### config.mk
export PLATFORM = sky130hd
export DESIGN_NAME = seg7_scan_n
export DESIGN_NICKNAME = d
export VERILOG_FILES = /design/src/rtl/seg7_scan_n.sv
export SDC_FILE = /design/constraint.sdc
export NUM_CORES = 1
export LEC_CHECK = 0
export BUFFER_PORTS_ARGS = -buffer_cell sky130_fd_sc_hd__buf_4
export CORE_MARGIN = 5
export CORE_UTILIZATION = 30
export DETAILED_ROUTE_END_ITERATION = 6
export GPL_ROUTABILITY_DRIVEN = 0
export PLACE_DENSITY = 0.59
export SETUP_SLACK_MARGIN = 0.1
export SLEW_MARGIN = 20
export SYNTH_ARGS = -nofsm -noshare
export SYNTH_HDL_FRONTEND = slang
export SYNTH_SLANG_ARGS = --single-unit
### constraint.sdc
create_clock -name clk -period 11.45 [get_ports clk]
set_input_delay 0 -clock clk [delete_from_list [all_inputs] [get_ports clk]]
set_output_delay 0 -clock clk [all_outputs]
set_load 0.005 [all_outputs]
### src/rtl/seg7_scan_n.sv
`default_nettype none
// ============================================================================
// Module      : seg7_scan_n
// Description : N-digit time-multiplexed 7-segment scanner for common-anode
//               displays (seg/an/dp active-low). Frame-latched inputs,
//               per-digit decimal point and blanking, 16-level PWM brightness,
//               one-cycle anode ghost guard at slot ends, frame-start strobe.
//               Optional leading-zero suppression: SEG7_SCAN_N_LZ_SUPPRESS_EN.
// Revision    : 1.0 - initial release
// ============================================================================
module seg7_scan_n #(
   parameter int NUM_DIGITS = 8,
   parameter int TICK_DIV   = 100000
) (
   input  logic                      clk,
   input  logic                      rst,
   input  logic [4*NUM_DIGITS-1:0]   digits,
   input  logic [NUM_DIGITS-1:0]     dp_in,
   input  logic [NUM_DIGITS-1:0]     blank,
   input  logic [3:0]                brightness,
   output logic [6:0]                seg,
   output logic                      dp,
   output logic [NUM_DIGITS-1:0]     an,
   output logic                      frame_tick
);

   localparam int PW = (TICK_DIV / 16 > 1) ? $clog2(TICK_DIV / 16) : 1;
   localparam int IW = (NUM_DIGITS > 1) ? $clog2(NUM_DIGITS) : 1;
   localparam logic [PW-1:0] c_PRE_MAX = PW'(TICK_DIV / 16 - 1);
   localparam logic [IW-1:0] c_IDX_MAX = IW'(NUM_DIGITS - 1);

   // Scan counters
   logic [PW-1:0] r_pre;
   logic [3:0]    r_phase;
   logic [IW-1:0] r_idx;

   // Frame shadow registers
   logic [4*NUM_DIGITS-1:0] r_sh_dig;
   logic [NUM_DIGITS-1:0]   r_sh_dp;
   logic [NUM_DIGITS-1:0]   r_sh_blank;
   logic [3:0]              r_sh_br;

   // Registered outputs
   logic [NUM_DIGITS-1:0] r_an;
   logic [6:0]            r_seg;
   logic                  r_dp;
   logic                  r_ft;

   logic                    w_pre_wrap;
   logic                    w_slot_end;
   logic                    w_latch;
   logic [4*NUM_DIGITS-1:0] w_src_dig;
   logic [NUM_DIGITS-1:0]   w_src_dp;
   logic [NUM_DIGITS-1:0]   w_src_blank;
   logic [3:0]              w_src_br;
   logic [NUM_DIGITS-1:0]   w_sup;
   logic [3:0]              w_nib;
   logic                    w_dp_req;
   logic                    w_blk;
   logic                    w_on;
   logic [6:0]              w_dec;

   assign w_pre_wrap = (r_pre == c_PRE_MAX);
   assign w_slot_end = w_pre_wrap && (r_phase == 4'hF);
   // Counters at all-zero mark the first cycle of a frame (also right after reset)
   assign w_latch    = (r_pre == '0) && (r_phase == 4'h0) && (r_idx == '0);

   // On the latch cycle the shadow is being loaded, so bypass it with live inputs
   assign w_src_dig   = w_latch ? digits     : r_sh_dig;
   assign w_src_dp    = w_latch ? dp_in      : r_sh_dp;
   assign w_src_blank = w_latch ? blank      : r_sh_blank;
   assign w_src_br    = w_latch ? brightness : r_sh_br;

   // Prescaler, PWM phase and digit index
   always_ff @(posedge clk) begin
      if (rst) begin
         r_pre   <= '0;
         r_phase <= 4'h0;
         r_idx   <= '0;
      end else begin
         r_pre <= w_pre_wrap ? '0 : r_pre + 1'b1;
         if (w_pre_wrap) begin
            r_phase <= r_phase + 4'h1;
         end
         if (w_slot_end) begin
            r_idx <= (r_idx == c_IDX_MAX) ? '0 : r_idx + 1'b1;
         end
      end
   end

   // Capture display inputs once per frame so a frame never tears
   always_ff @(posedge clk) begin
      if (rst) begin
         r_sh_dig   <= '0;
         r_sh_dp    <= '0;
         r_sh_blank <= '0;
         r_sh_br    <= 4'h0;
      end else if (w_latch) begin
         r_sh_dig   <= digits;
         r_sh_dp    <= dp_in;
         r_sh_blank <= blank;
         r_sh_br    <= brightness;
      end
   end

`ifdef SEG7_SCAN_N_LZ_SUPPRESS_EN
   // Leading-zero mask from frame-latched values: zero run from the top, no dp
   always_comb begin : p_lz
      logic l_run;
      w_sup = '0;
      l_run = 1'b1;
      for (int i = NUM_DIGITS - 1; i >= 1; i--) begin
         l_run    = l_run && (w_src_dig[4*i +: 4] == 4'h0) && !w_src_dp[i];
         w_sup[i] = l_run;
      end
   end
`else
   assign w_sup = '0;
`endif

   // Select the active digit's nibble and flags
   always_comb begin
      w_nib    = 4'h0;
      w_dp_req = 1'b0;
      w_blk    = 1'b0;
      for (int i = 0; i < NUM_DIGITS; i++) begin
         if (r_idx == IW'(i)) begin
            w_nib    = w_src_dig[4*i +: 4];
            w_dp_req = w_src_dp[i];
            w_blk    = w_src_blank[i] | w_sup[i];
         end
      end
   end

   // Hex to active-low gfedcba
   always_comb begin
      case (w_nib)
         4'h0: w_dec = 7'h40;
         4'h1: w_dec = 7'h79;
         4'h2: w_dec = 7'h24;
         4'h3: w_dec = 7'h30;
         4'h4: w_dec = 7'h19;
         4'h5: w_dec = 7'h12;
         4'h6: w_dec = 7'h02;
         4'h7: w_dec = 7'h78;
         4'h8: w_dec = 7'h00;
         4'h9: w_dec = 7'h10;
         4'hA: w_dec = 7'h08;
         4'hB: w_dec = 7'h03;
         4'hC: w_dec = 7'h46;
         4'hD: w_dec = 7'h21;
         4'hE: w_dec = 7'h06;
         default: w_dec = 7'h0E;
      endcase
   end

   // Anode on within the PWM window; last cycle of a slot is the ghost guard
   assign w_on = (r_phase <= w_src_br) && !w_slot_end;

   // Register all display outputs one cycle behind the counters
   always_ff @(posedge clk) begin
      if (rst) begin
         r_an  <= '1;
         r_seg <= 7'h7F;
         r_dp  <= 1'b1;
         r_ft  <= 1'b0;
      end else begin
         r_an <= '1;
         if (w_on) begin
            r_an[r_idx] <= 1'b0;
         end
         r_seg <= w_blk ? 7'h7F : w_dec;
         r_dp  <= w_blk ? 1'b1  : ~w_dp_req;
         r_ft  <= w_latch;
      end
   end

   assign an         = r_an;
   assign seg        = r_seg;
   assign dp         = r_dp;
   assign frame_tick = r_ft;

endmodule
`default_nettype wire

==> qor.csv, run 1 <==
metric,value,unit
fp.dieW,129,µm
grt_max_degree,64,
postSynth.asyncResetShare,0,
ys.flop_type,dfxtp_1,
reg2reg_depth,15,
p_leak,2.40,nW
synth_edf_count,0,
min_path_cells,3,
slowest_delay,900,ps
path_depth,15,
clock_latency,350,ps
num-fill-cells,1409,
slew_headroom,0.302,
hold_class,in -> reg,
critPathRequiredTime,11640,ps
syn-cell-area,0.00423,mm²
wl_per_cell,14.9,µm
synthMuxAreaShare,0.0884,
dp_hpwl,8.09,mm
synth_cell_types,57,
powerDensity,143,mW/mm²
tightest_slew,1050,ps
ant_nets,0,
worst-path-buf-inv,3,
synth-adder-area-share,0.0621,
critPathLaunchType,flop,
nets,665,
cts_tree,yes,
syn_inst,487,
status,"complete, no violations",
dr.first_iter.drc_count,277,
cp_slowest_cell,nor2_2,
viasPerCell,4.83,
ir_drop,0.0768,mV
yosysWarnings,0,
drc,0,
diodes,0,
critPathKind,reg -> reg,
portBuffers,70,
worst-endpoint-arrival,4650,ps
yosys.area_share.simple,0.211,
rsz0062_at_grt,no,
drive_above_1_share,0.165,
final_cell_mix,"dfxtp_1 (89), buf_4 (70), nor2_1 (64)",
cts_buffers,9,
fmax,224,MHz
syn_area_per_cell,8.69,µm²
cts-resized-gates,0,
final_common_cell,dfxtp_1,
tns,0,ps
dr.pass1.iters,5,
dieArea,0.0166,mm²
power.total,0.811,mW
hold_viol_final,0,
htreeDepth,3,
root_buffer,clkbuf_16,
end_kind,flop,
rows,43,
io_pins,71,
clockBufferDepth,2,
synth_compound_area_frac,0.142,
path_max_fanout,20,
grt_usage,0.141,
setup_violations,0,
clk_pin_slew,60,ps
synth_top_family_by_area,simple AND/OR/NAND/NOR gates,
syn_nets,562,
finClkSkew,8.42,ps
core-area,0.0139,mm²
holdWs,22.1,ps
start_util,0.305,
vias,3742,
period_share,0.390,
crit_chain,inv_1 -> ha_1 -> nor4bb_1 -> nand3_1 -> nor2_2 -> nand2_1 -> nand4_1 -> nand3_1 -> o21ai_0 -> inv_1 -> ha_1 -> inv_1 -> nor2_1 -> a21oi_1 -> o211ai_1,
ys_ff_latch,89,
r2r_setup_slack,6990,ps
grt_pass1_vias,3783,
clkSinkCount,89,
cts_hold_buffers,49,
area_growth,34.1,%
cts_setup_buffers,0,
wirelength,11.5,mm
synth-xor-area-share,0.0290,
drv_cap,0,
fp.dieH,129,µm
grt_antenna_before_repair,0,
timing.final.max_slew_violations,0,
yosysSeqAreaShare,0.421,
min_period,4460,ps
critPathMostFrequentCell,inv_1,
crit_family,simple AND/OR/NAND/NOR gates,
overflow,0,
grt_pass1_wl,18.7,mm
-- report_power, final --
part,switching [mW],internal [mW],total [mW]
sequential,0.00763,0.334,0.342
combinational,0.0780,0.0727,0.151
clock,0.122,0.197,0.319
total,0.208,0.604,0.811
-- synth_stat cells (all sizes together) (2+ instances only) --
cell	n	area [µm²]
a31oi	3	33.8
o211ai	7	52.6
dfxtp	89	1780
ha	21	263
nand2b	5	31.3
and2	2	12.5
nand3	23	115
nand4	11	68.8
xor2	10	87.6
o221ai	6	52.6
buf	8	47.5
xnor2	4	35.0
nor4	2	27.5
nor2b	7	43.8
mux2	3	33.8
o21ai	14	70.1
o2111ai	3	26.3
inv	20	75.1
or2	3	18.8
a211oi	3	22.5
nor3	5	25.0
a32oi	2	17.5
o22ai	3	18.8
mux2i	34	340
nor2	65	246
a22oi	3	22.5
o21a	2	15.0
and3	6	37.5
a21oi	33	176
nand2	54	210
clkbuf	19	71.3
o311ai	2	17.5
-- flip-flops by register name, indices dropped and copies added, names as in the netlist --
signal      flops
r_sh_dig       32
r_pre          13
an              8
r_sh_blank      8
r_sh_dp         8
seg             7
r_phase         4
r_sh_br         4
r_idx           3
dp              1
frame_tick      1
-- worst register-to-register path, delay by kind of cell, from the launching register on --
family | cells | cell delay [ps]
AOI/OAI and AO/OA | 3 | 760
adders and majority gates | 2 | 660
buffers and inverters | 3 | 470
DFF | 1 | 380
and+or+nand+nor | 7 | 2060
-- final cells by class --
cell class                      instances  area (µm²)  share of cell area
Clock inverter                          5        78.8              0.0139
Sequential cell                        89        1780               0.314
Clock buffer                           11         243              0.0428
Multi-Input combinational cell        350        2250               0.397
Timing Repair Buffer                  119        1020               0.179
Inverter                               21        78.8              0.0139
Tap cell                              180         225              0.0397
-- cell families after synthesis --
family	after synthesis
adders and majority gates	21
muxes	37
xor gates and xnor gates	14
AOI/OAI and AO/OA	89
and+or+nand+nor	189
DFF	89
buffers and inverters	48
-- layer usage --
metal  global-route usage  vias to the layer above  wire (µm)  share of wire
met3               0.0311                       12        496          0.043
met1                0.173                     1769       5150           0.45
met4               0.0432                        0        161          0.014
li1                     -                     1892          -              -
met2                0.247                       69       5700           0.50
met5                    0                        -          0              0
-- worst paths after layout --
kind                  end         start
max                seg[3]      r_idx[1]
min          r_sh_dig[27]    digits[27]
max reg2reg        seg[3]      r_idx[1]
min reg2reg  r_sh_dig[10]  r_sh_dig[10]
-- per-stage QoR --
step	setup WS [ps]	util	area [µm²]	instances
6_report	6990	0.409	5680	775
2_1_floorplan	7700	-	4230	487
5_1_grt	6460	0.409	5680	775
3_3_place_gp	7200	0.350	4860	710
4_1_cts	6980	0.409	5680	775
3_5_place_dp	6970	0.350	4860	710
No activity file was read; power rests on OpenSTA's default activity.
==> run 2, diff against run 1 <==
--- a/config.mk
+++ b/config.mk
@@ -5,12 +5,13 @@
 export SDC_FILE = /design/constraint.sdc
 export NUM_CORES = 1
 export LEC_CHECK = 0
+export ABC_AREA = 1
 export BUFFER_PORTS_ARGS = -buffer_cell sky130_fd_sc_hd__buf_4
 export CORE_MARGIN = 5
 export CORE_UTILIZATION = 30
 export DETAILED_ROUTE_END_ITERATION = 6
 export GPL_ROUTABILITY_DRIVEN = 0
-export PLACE_DENSITY = 0.59
+export PLACE_DENSITY = 0.6
 export SETUP_SLACK_MARGIN = 0.1
 export SLEW_MARGIN = 20
 export SYNTH_ARGS = -nofsm -noshare
==> constraint.sdc (replaced) <==
create_clock -name clk -period 3.9 [get_ports clk]
set_input_delay 0 -clock clk [delete_from_list [all_inputs] [get_ports clk]]
set_output_delay 0 -clock clk [all_outputs]
set_load 0.005 [all_outputs]
==> run 2 against run 1 <==
Combinational power rose to 3.1 times the previous value; global-route usage fell by 0.93 points; die area rose by 5.3%; design area rose by 3.3%; first-iteration DRC count fell by 0.36%; highest routed layer unchanged.
==> qor.csv, run 2 <==
metric,value,unit
status,"complete, no violations",
final_common_cell,nand2_1,
synth_area_leader_cell,dfxtp_1,
syn_nets,703,
drc,0,
core-area,0.0146,mm²
ant_nets,0,
powerDensity,413,mW/mm²
ys_ff_latch,89,
p_comb_frac,0.192,
finalNonFillerCells,923,
clockBufferDepth,2,
clkSinkCount,89,
min_period,3200,ps
setup_violations,0,
p_leak,2.84,nW
num-fill-cells,1500,
grt_pass1_wl,19.1,mm
rsz0062_at_grt,no,
p_sw_frac,0.266,
grt_usage,0.132,
dp_hpwl,8.26,mm
final_area,0.00586,mm²
start_util,0.307,
hold_viol_final,0,
area_growth,31.1,%
worst-endpoint-arrival,3430,ps
wl_per_cell,12.3,µm
cts_hold_buffers,41,
largest_reg_flops,32,
yosys-top-cells-area,"dfxtp_1 (40%), nand2_1 (16%), inv_1 (6.4%)",
critPathRequiredTime,4130,ps
vias,4051,
final_cell_mix,"nand2_1 (195), dfxtp_1 (89), inv_1 (76)",
dr.first_iter.drc_count,276,
postSynth.asyncResetShare,0,
syn-cell-area,0.00447,mm²
yosysWarnings,0,
nets,809,
tightest_slew,616,ps
dpl_cell_area,0.00512,mm²
diodes,0,
finClkSkew,7.35,ps
tns,0,ps
pre_cts_slack,706,ps
ys.flop_type,dfxtp_1,
synth_common_cells,"nand2_1 (195), dfxtp_1 (89), inv_1 (76), nor2_1 (62), a21oi_1 (46)",
grt_max_degree,58,
top_register,r_sh_dig,
fp.dieW,132,µm
clock_latency,340,ps
wirelength,11.4,mm
syn_inst,628,
pwr-share-seq,0.413,
top_regs,"r_sh_dig: 32 flops, r_pre: 13 flops",
drv_cap,0,
multi_input_area,0.00227,mm²
root_buffer,clkbuf_16,
yosysSeqAreaShare,0.398,
end_kind,flop,
synth_edf_count,0,
p_clk_frac,0.395,
grt_pass1_vias,3966,
grt_antenna_before_repair,0,
ir_drop,0.188,mV
register_area,0.00178,mm²
htreeDepth,3,
portBuffers,70,
p_sw,0.644,mW
timing.final.max_slew_violations,0,
drive_above_1_share,0.147,
critPathLaunchType,flop,
fp.dieH,132,µm
cts-resized-gates,0,
dp.cells,866,
synth_cell_types,35,
cts_setup_buffers,0,
io_pins,71,
dieArea,0.0175,mm²
overflow,0,
rows,44,
yosysMostFrequentCell,nand2_1,
syn_area_per_cell,7.12,µm²
viasPerCell,4.39,
fmax,312,MHz
dr.pass1.iters,4,
cts_buffers,9,
critPathKind,reg -> reg,
yosysTopAreaCellShare,0.398,
path_max_fanout,33,
p_int,1.78,mW
worst_slack,696,ps
period_share,0.821,
clk_pin_slew,60,ps
slew_headroom,0.586,
hold_class,in -> reg,
cts_tree,yes,
-- run 2: changes by cell type after synthesis, sizes merged, moves of 8 or more --
cell / delta
a21oi: +15
clkbuf: -11
inv: +58
mux2i: -16
nand2: +149
nand3: +16
nand4: -8
xor2: -8
-- run 2: per-stage QoR --
| step | util | hold slack (ps) | total power [mW] |
|---|---|---|---|
| 3_5_place_dp | 0.351 | 282 | 1.46 |
| 4_1_cts | 0.402 | 1.54 | 2.45 |
| 5_1_grt | 0.402 | 31.7 | 2.54 |
| 2_1_floorplan | - | 156 | 1.32 |
| 3_3_place_gp | 0.351 | 271 | 1.45 |
| 6_report | 0.402 | 4.68 | 2.42 |
-- run 2: layout make-up --
cell class,count,area share
multi-input combinational,441,0.387
sequential,89,0.304
tap,184,0.0393
timing repair buffer,113,0.162
clock inverter,4,0.0128
inverter,80,0.0512
clock buffer,12,0.0437
-- run 2: cell families (layout without fill, tap and decap cells) --
| group | after synthesis | in the layout | share of synthesized area |
|---|---|---|---|
| buffers and inverters | 98 | 209 | 0.0945 |
| and+or+nand+nor | 329 | 329 | 0.315 |
| AOI/OAI and AO/OA | 71 | 71 | 0.0890 |
| DFF | 89 | 89 | 0.398 |
| xor gates and xnor gates | 2 | 2 | 0.00392 |
| muxes | 18 | 18 | 0.0403 |
| adders and majority gates | 21 | 21 | 0.0587 |
-- run 2: power by group through the flow --
stage               Combinational [mW]  Sequential (mW)  Clock [mW]
floorplan                        0.304             1.02           0
global placement                 0.434             1.02           0
detailed placement               0.436             1.02           0
CTS                              0.470            0.999       0.979
global route                     0.529             1.00        1.01
finish                           0.465            0.999       0.956
-- run 2: worst paths after layout --
check / start / endpoint / slack (ps) / cells past startpoint
worst max-delay path: r_idx[1] / seg[6] / 700 / 22
worst min-delay path: digits[1] / r_sh_dig[1] / 5 / 3
worst max register to register: r_idx[1] / seg[6] / 700 / 22
worst min register to register: r_pre[0] / r_pre[0] / 470 / 1
-- run 2: worst max-delay path: stages, from the launching register on --
cell,delay (ps)
dfxtp_1,360
inv_1,140
ha_1,180
inv_1,70
nor2_4,100
nand3_2,100
nor2_4,270
nand2_4,340
o21ai_1,280
a21oi_1,90
nand2_1,70
nand2_1,50
nand2_1,50
nand2_1,60
nand2_1,50
nand2_1,50
nand2_1,170
inv_1,110
ha_1,230
nand3_1,120
nand2_1,70
nand2_1,60
nand2_1,50
-- run 2: routing by layer --
layer / wire length (µm) / vias up / global-route usage / share of wire
met5: 0 / - / 0 / 0
met3: 555 / 19 / 0.0366 / 0.049
met1: 5540 / 1768 / 0.174 / 0.49
met4: 272 / 0 / 0.0491 / 0.024
met2: 5010 / 78 / 0.206 / 0.44
li1: - / 2186 / - / -
